### src/rtl/riscv_defines.sv
// riscv_defines: shared types and constants for the memory stage.
// Provides the M1 memory-op encoding, store-size funct3 codes and the
// store-buffer entry layout used by mem_store_buffer.
package riscv_defines;

    localparam int XLEN = 32;

    typedef enum logic [1:0] {
        MEM_NONE  = 2'd0,
        MEM_READ  = 2'd1,
        MEM_WRITE = 2'd2
    } memaccess_t;

    localparam logic [2:0] F3_SB = 3'b000;
    localparam logic [2:0] F3_SH = 3'b001;
    localparam logic [2:0] F3_SW = 3'b010;

    // One buffered store: word address, lane-aligned data, byte strobes.
    typedef struct packed {
        logic [XLEN-1:0] addr;
        logic [XLEN-1:0] data;
        logic [3:0]      strb;
    } sb_entry_t;

endpackage

### src/rtl/store_align.sv
// store_align: combinational byte-lane alignment of store data.
// Ports:
//   funct3 - store size (SB/SH/SW; anything else behaves as SW)
//   off    - byte offset within the word (addr[1:0])
//   data   - raw store data
//   wdata  - data replicated across lanes
//   wstrb  - byte strobes; lanes shifted past bit 3 are dropped
module store_align
    import riscv_defines::*;
#(
    parameter int XLEN = 32
) (
    input  logic [2:0]      funct3,
    input  logic [1:0]      off,
    input  logic [XLEN-1:0] data,
    output logic [XLEN-1:0] wdata,
    output logic [3:0]      wstrb
);

    always_comb begin
        wdata = data;
        wstrb = 4'b1111;
        case (funct3)
            F3_SB: begin
                wdata = {(XLEN/8){data[7:0]}};
                wstrb = 4'b0001 << off;
            end
            F3_SH: begin
                wdata = {(XLEN/16){data[15:0]}};
                // Misaligned halves lose the lane that falls off bit 3.
                wstrb = 4'b0011 << off;
            end
            default: begin
                wdata = data;
                wstrb = 4'b1111;
            end
        endcase
    end

endmodule

### src/rtl/mem_store_buffer.sv
// mem_store_buffer: M1-stage store buffer.
// Selects store data (forwarded W result or rs2), aligns it to byte lanes,
// queues it in a DEPTH-entry FIFO and drains to the data-memory write port.
// Ports:
//   clk, reset            - clock, synchronous active-high reset
//   memaccess_m1 ...      - M1 memory op, size, address, data, forward select
//   result_w              - W-stage writeback value
//   hold_m1, flush_m1     - M1 held / squashed
//   dmem_w*               - write port; valid/ready: a request raised with
//                           dmem_wvalid holds addr/data/strb unchanged until
//                           the cycle dmem_wready is also high
//   sb_stall              - store into full buffer, or load hitting a pending
//                           store word
//   sb_empty              - no pending stores
module mem_store_buffer
    import riscv_defines::*;
#(
    parameter int DEPTH = 4,
    parameter int XLEN  = 32
) (
    input  logic            clk,
    input  logic            reset,
    input  memaccess_t      memaccess_m1,
    input  logic [2:0]      funct3_m1,
    input  logic [XLEN-1:0] addr_m1,
    input  logic [XLEN-1:0] rs2_data_m1,
    input  logic            forward_m1,
    input  logic [XLEN-1:0] result_w,
    input  logic            hold_m1,
    input  logic            flush_m1,
    output logic            dmem_wvalid,
    output logic [XLEN-1:0] dmem_waddr,
    output logic [XLEN-1:0] dmem_wdata,
    output logic [3:0]      dmem_wstrb,
    input  logic            dmem_wready,
    output logic            sb_stall,
    output logic            sb_empty
);

    localparam int PW = $clog2(DEPTH);
    localparam int CW = PW + 1;
    localparam logic [CW-1:0] FULL_COUNT = CW'(DEPTH);

    logic [PW-1:0]   head;
    logic [PW-1:0]   tail;
    logic [CW-1:0]   count;
    logic [DEPTH-1:0] ent_valid;
    logic [XLEN-3:0] ent_word [DEPTH];
    logic [XLEN-1:0] ent_data [DEPTH];
    logic [3:0]      ent_strb [DEPTH];

    logic [XLEN-1:0] store_data;
    logic [XLEN-1:0] align_wdata;
    logic [3:0]      align_wstrb;
    logic            full;
    logic            addr_hit;
    logic            store_stall;
    logic            load_stall;
    logic            enq;
    logic            deq;

    assign store_data = forward_m1 ? result_w : rs2_data_m1;

    store_align #(.XLEN(XLEN)) u_align (
        .funct3 (funct3_m1),
        .off    (addr_m1[1:0]),
        .data   (store_data),
        .wdata  (align_wdata),
        .wstrb  (align_wstrb)
    );

    // Word-granular match against every live entry.
    always_comb begin
        addr_hit = 1'b0;
        for (int i = 0; i < DEPTH; i++) begin
            if (ent_valid[i] && ent_word[i] == addr_m1[XLEN-1:2]) begin
                addr_hit = 1'b1;
            end
        end
    end

    // full is the pre-dequeue occupancy, so sb_stall never depends on wready.
    assign full        = (count == FULL_COUNT);
    assign store_stall = (memaccess_m1 == MEM_WRITE) && full && !flush_m1;
    assign load_stall  = (memaccess_m1 == MEM_READ) && !flush_m1 && addr_hit;
    assign sb_stall    = store_stall | load_stall;

    assign enq = (memaccess_m1 == MEM_WRITE) && !flush_m1 && !hold_m1 && !full;
    assign deq = dmem_wvalid && dmem_wready;

    assign sb_empty    = (count == '0);
    assign dmem_wvalid = !sb_empty;
    assign dmem_waddr  = {ent_word[head], 2'b00};
    assign dmem_wdata  = ent_data[head];
    assign dmem_wstrb  = ent_strb[head];

    always_ff @(posedge clk) begin
        if (reset) begin
            head      <= '0;
            tail      <= '0;
            count     <= '0;
            ent_valid <= '0;
            for (int i = 0; i < DEPTH; i++) begin
                ent_word[i] <= '0;
                ent_data[i] <= '0;
                ent_strb[i] <= '0;
            end
        end else begin
            // enq and deq never target the same slot: enq needs !full and
            // deq needs !empty, so tail == head cannot occur with both.
            if (enq) begin
                ent_word[tail]  <= addr_m1[XLEN-1:2];
                ent_data[tail]  <= align_wdata;
                ent_strb[tail]  <= align_wstrb;
                ent_valid[tail] <= 1'b1;
                tail            <= tail + 1'b1;
            end
            if (deq) begin
                ent_valid[head] <= 1'b0;
                head            <= head + 1'b1;
            end
            case ({enq, deq})
                2'b10:   count <= count + 1'b1;
                2'b01:   count <= count - 1'b1;
                default: count <= count;
            endcase
        end
    end

endmodule

### config.mk
export PLATFORM = sky130hd
export DESIGN_NAME = mem_store_buffer
export DESIGN_NICKNAME = d
export VERILOG_FILES = /design/src/rtl/riscv_defines.sv /design/src/rtl/store_align.sv /design/src/rtl/mem_store_buffer.sv
export SDC_FILE = /design/constraint.sdc
export NUM_CORES = 1
export LEC_CHECK = 0
export BUFFER_PORTS_ARGS = -buffer_cell sky130_fd_sc_hd__buf_2
export CAP_MARGIN = 20
export CORE_MARGIN = 3
export CORE_UTILIZATION = 35
export CTS_CLUSTER_DIAMETER = 200
export CTS_CLUSTER_SIZE = 12
export DETAILED_ROUTE_END_ITERATION = 8
export PLACE_DENSITY = 0.64
export SKIP_LAST_GASP = 1
export SYNTH_ARGS = -nofsm -noshare
export SYNTH_HDL_FRONTEND = slang
export SYNTH_SLANG_ARGS = --single-unit
### constraint.sdc
create_clock -name clk -period 5 [get_ports clk]
set_input_delay 0 -clock clk [delete_from_list [all_inputs] [get_ports clk]]
set_output_delay 0 -clock clk [all_outputs]
set_load 0.05 [all_outputs]
==> key figures <==
Worst setup path
  – CP Cell Sequence: nor3b_1 > nor4_4 > nand2b_2 > buf_4 > nor3_4 > buf_4 > or2_4 > buf_4
  – CP max stage cell: or2_4
  – CP top delay family: simple AND/OR/NAND/NOR gates
  – WP buf/inv: 3
  – Worst EP arrival: 3.29 ns
  – Element type at the critical path end: flop
  – Most numerous cell on the critical path: buf_4
  – Crit Path Category: flop to flop
  – Setup crit start kind: flop
  – Critical path fanouts, max: 41
  – CP max stage delay: 0.64 ns
  – Critical Path RT: 5.25 ns

Floorplanning
  – # rows: 72
  – Initial Util: 0.358
  – Die area: 42,400 um2
  – Die Wd: 206 um
  – Vert. Die Dim: 206 um
  – Ports: 178
  – Core area: 39,100 um2

Finish
  – Multi-input gate area: 5350 um2
  – Fill cells: 3,654
  – Reg area: 8190 um2
  – Layout cells sized above 1: 0.246
  – Commonest cells after routing, fill and taps aside: 264 x edfxtp_1, 177 x nor2_1, 175 x buf_2, 121 x and2_1, 78 x xnor2_1
  – Area grow syn2layout: 19.2%
  – Design area: 16,700 um2
  – Commonest non-fill, non-tap cell in the layout: edfxtp_1
  – Layout net count: 1,354

STA
  – RSZ-0062 raised after global routing: false
  – Skew final: 0.0227 ns
  – Worst slew margin: 0.248
  – Setup TNS: 0 ns
  – Max Clock Freq: 329 MHz
  – # setup viols final: 0
  – Minimum clock period: 3.04 ns
  – Worst slew pin tran: 1.13 ns
  – Final max-slew violation count: 0
  – Final hold vios: 0
  – Final Cycle Share: 0.608

Drt
  – Antenna viol nets, final: 0
  – DR pass1 iterations: 5
  – DRC Markers: 0
  – Mean routed wirelength per cell: 21.1 um
  – DRT Wirelength: 37,500 um
  – Detailed-route via count: 8,978
  – Iter 0 DRT Violations: 670
  – Via density: 5.05

Outcome
  – Status: finished clean

Job
  – Max-Cap Viols: 0

Clock tree
  – Clock Path Buffers: 3
  – PostCTS Resize Cnt: 0
  – CTS tree: yes
  – Root Buffer: clkbuf_16
  – Clock slew at reported path FFs: 0.06 ns
  – Inserted Clock Buffers: 27
  – Number of clock sinks: 277
  – Clk Latency, worst-skew pair: 0.55 ns
  – H-tree lvl count: 1

Yosys
  – Post-synth EDFFs: 264
  – Synthesized area: 14,000 um2
  – Syn_area_per_cell: 13.4 um2
  – Post-synthesis register bit count: 277
  – Main synth FF type: edfxtp_1
  – Post-synthesis sequential area ratio: 0.586
  – Largest area contributor in the netlist: edfxtp_1
  – Distinct cells, synth: 41
  – Post-Synthesis Cells: 1,040
  – Dominant cells by area after synthesis: edfxtp_1 57%, mux4_2 11%, and2_1 5.4%
  – Share of flip-flops with an asynchronous set or reset: 0
  – Top cell type's share of synthesized area: 0.567
  – Ys Warns: 0

GRT
  – Largest net degree at the start of global routing: 48
  – Number of global-route vias before repair: 9,017
  – Initial antenna violation count: 1
  – Gr usage total: 0.173
  – Total gr overflow: 0
  – First-pass GRT wire length: 55,500 um

Place
  – PortBufs: 175
  – Dpl hpwl: 25,400 um
  – Routability congestion estimate: 0.868
  – Placed cell areas: 15,200 um2

Pwr
  – Leakage: 6.20 nW
  – Power density over the cells: 329 nW/um2
  – Worst vdd ir: 201 uV

Min path
  – HP Class: input port to flop
cells by family after synthesis:
logic type | after synthesis | synth area share
other | 1 | 0.000268
and+or+nand+nor | 377 | 0.139
muxes | 107 | 0.136
DFF | 277 | 0.586
adders and majority gates | 10 | 0.00949
xor gates and xnor gates | 124 | 0.0777
AOI/OAI and AO/OA | 48 | 0.0183
buffers and inverters | 96 | 0.0329
per-layer routing:
metal,global-route usage,wire [um],vias to the layer above
li1,-,-,4118
met1,0.237,15600,4438
met2,0.291,18100,363
met3,0.0266,2700,57
met4,0.0453,1060,2
met5,0,13,-
final timing paths:
path	to	slack, ns	cells after the start	from
max reg2reg	ent_strb[0][1]$_SDFFCE_PN0P_	1.96	8	count[0]$_SDFFE_PP0P_
max	ent_strb[0][1]$_SDFFCE_PN0P_	1.96	8	count[0]$_SDFFE_PP0P_
min	ent_data[2][23]$_SDFFCE_PN0P_	0.02	5	result_w[23]
min reg2reg	count[2]$_SDFFE_PP0P_	0.50	2	count[2]$_SDFFE_PP0P_
report_power, final:
group	switching (mW)	leakage, nW	total [mW]	internal (mW)
clock network	0.878	0.373	1.90	1.03
registers	0.0625	2.79	2.70	2.63
logic	0.569	3.04	0.879	0.310
total	1.51	6.20	5.48	3.97
registers in the layout, summed over array words and instances (netlist names), named ones only:
register   flops
count          3
ent_data     128
ent_strb      16
ent_valid      4
ent_word     120
head           2
tail           2
cell usage after synthesis, drive strengths merged (8+ instances only):
cell    number
edfxtp     264
nor2       179
and2       121
xnor2       78
mux4        66
clkbuf      57
xor2        46
mux2i       33
buf         29
nand4       24
a21oi       23
o21ai       19
nand2       18
nor4        17
dfxtp       13
inv         10
ha           9
mux2         8
through the flow:
stage	cells	hold WS, ns	worst slack [ns]	util	total power [mW]
2_1_floorplan	1041	0.259	2.35	-	3.33
3_3_place_gp	1661	0.388	1.77	0.390	3.58
3_5_place_dp	1661	0.392	1.71	0.390	3.59
4_1_cts	1776	0.0000525	1.90	0.426	5.52
5_1_grt	1776	0.0251	1.75	0.426	5.67
6_report	1777	0.0198	1.96	0.426	5.48
layout make-up:
cell class | count | area share
Multi-Input combinational cell | 668 | 0.321
Timing Repair Buffer | 253 | 0.0989
Antenna cell | 1 | 0.000150
Tap cell | 518 | 0.0389
Inverter | 10 | 0.00225
Clock inverter | 2 | 0.00188
Sequential cell | 277 | 0.492
Clock buffer | 48 | 0.0453
worst register-to-register path: cells and delay by family (launching register included):
family / cells / cell delay [ns]
and+or+nand+nor: 5 / 1.40
buffers and inverters: 3 / 0.97
DFF: 1 / 0.39
timing repair:
action	4_1_cts	5_1_grt
hold buffers	65	0
buffers inserted	0	0
endpoints found under the setup margin	0	0
endpoints found under the hold margin	198	0
Note: power is estimated with default switching activity, not from simulation.
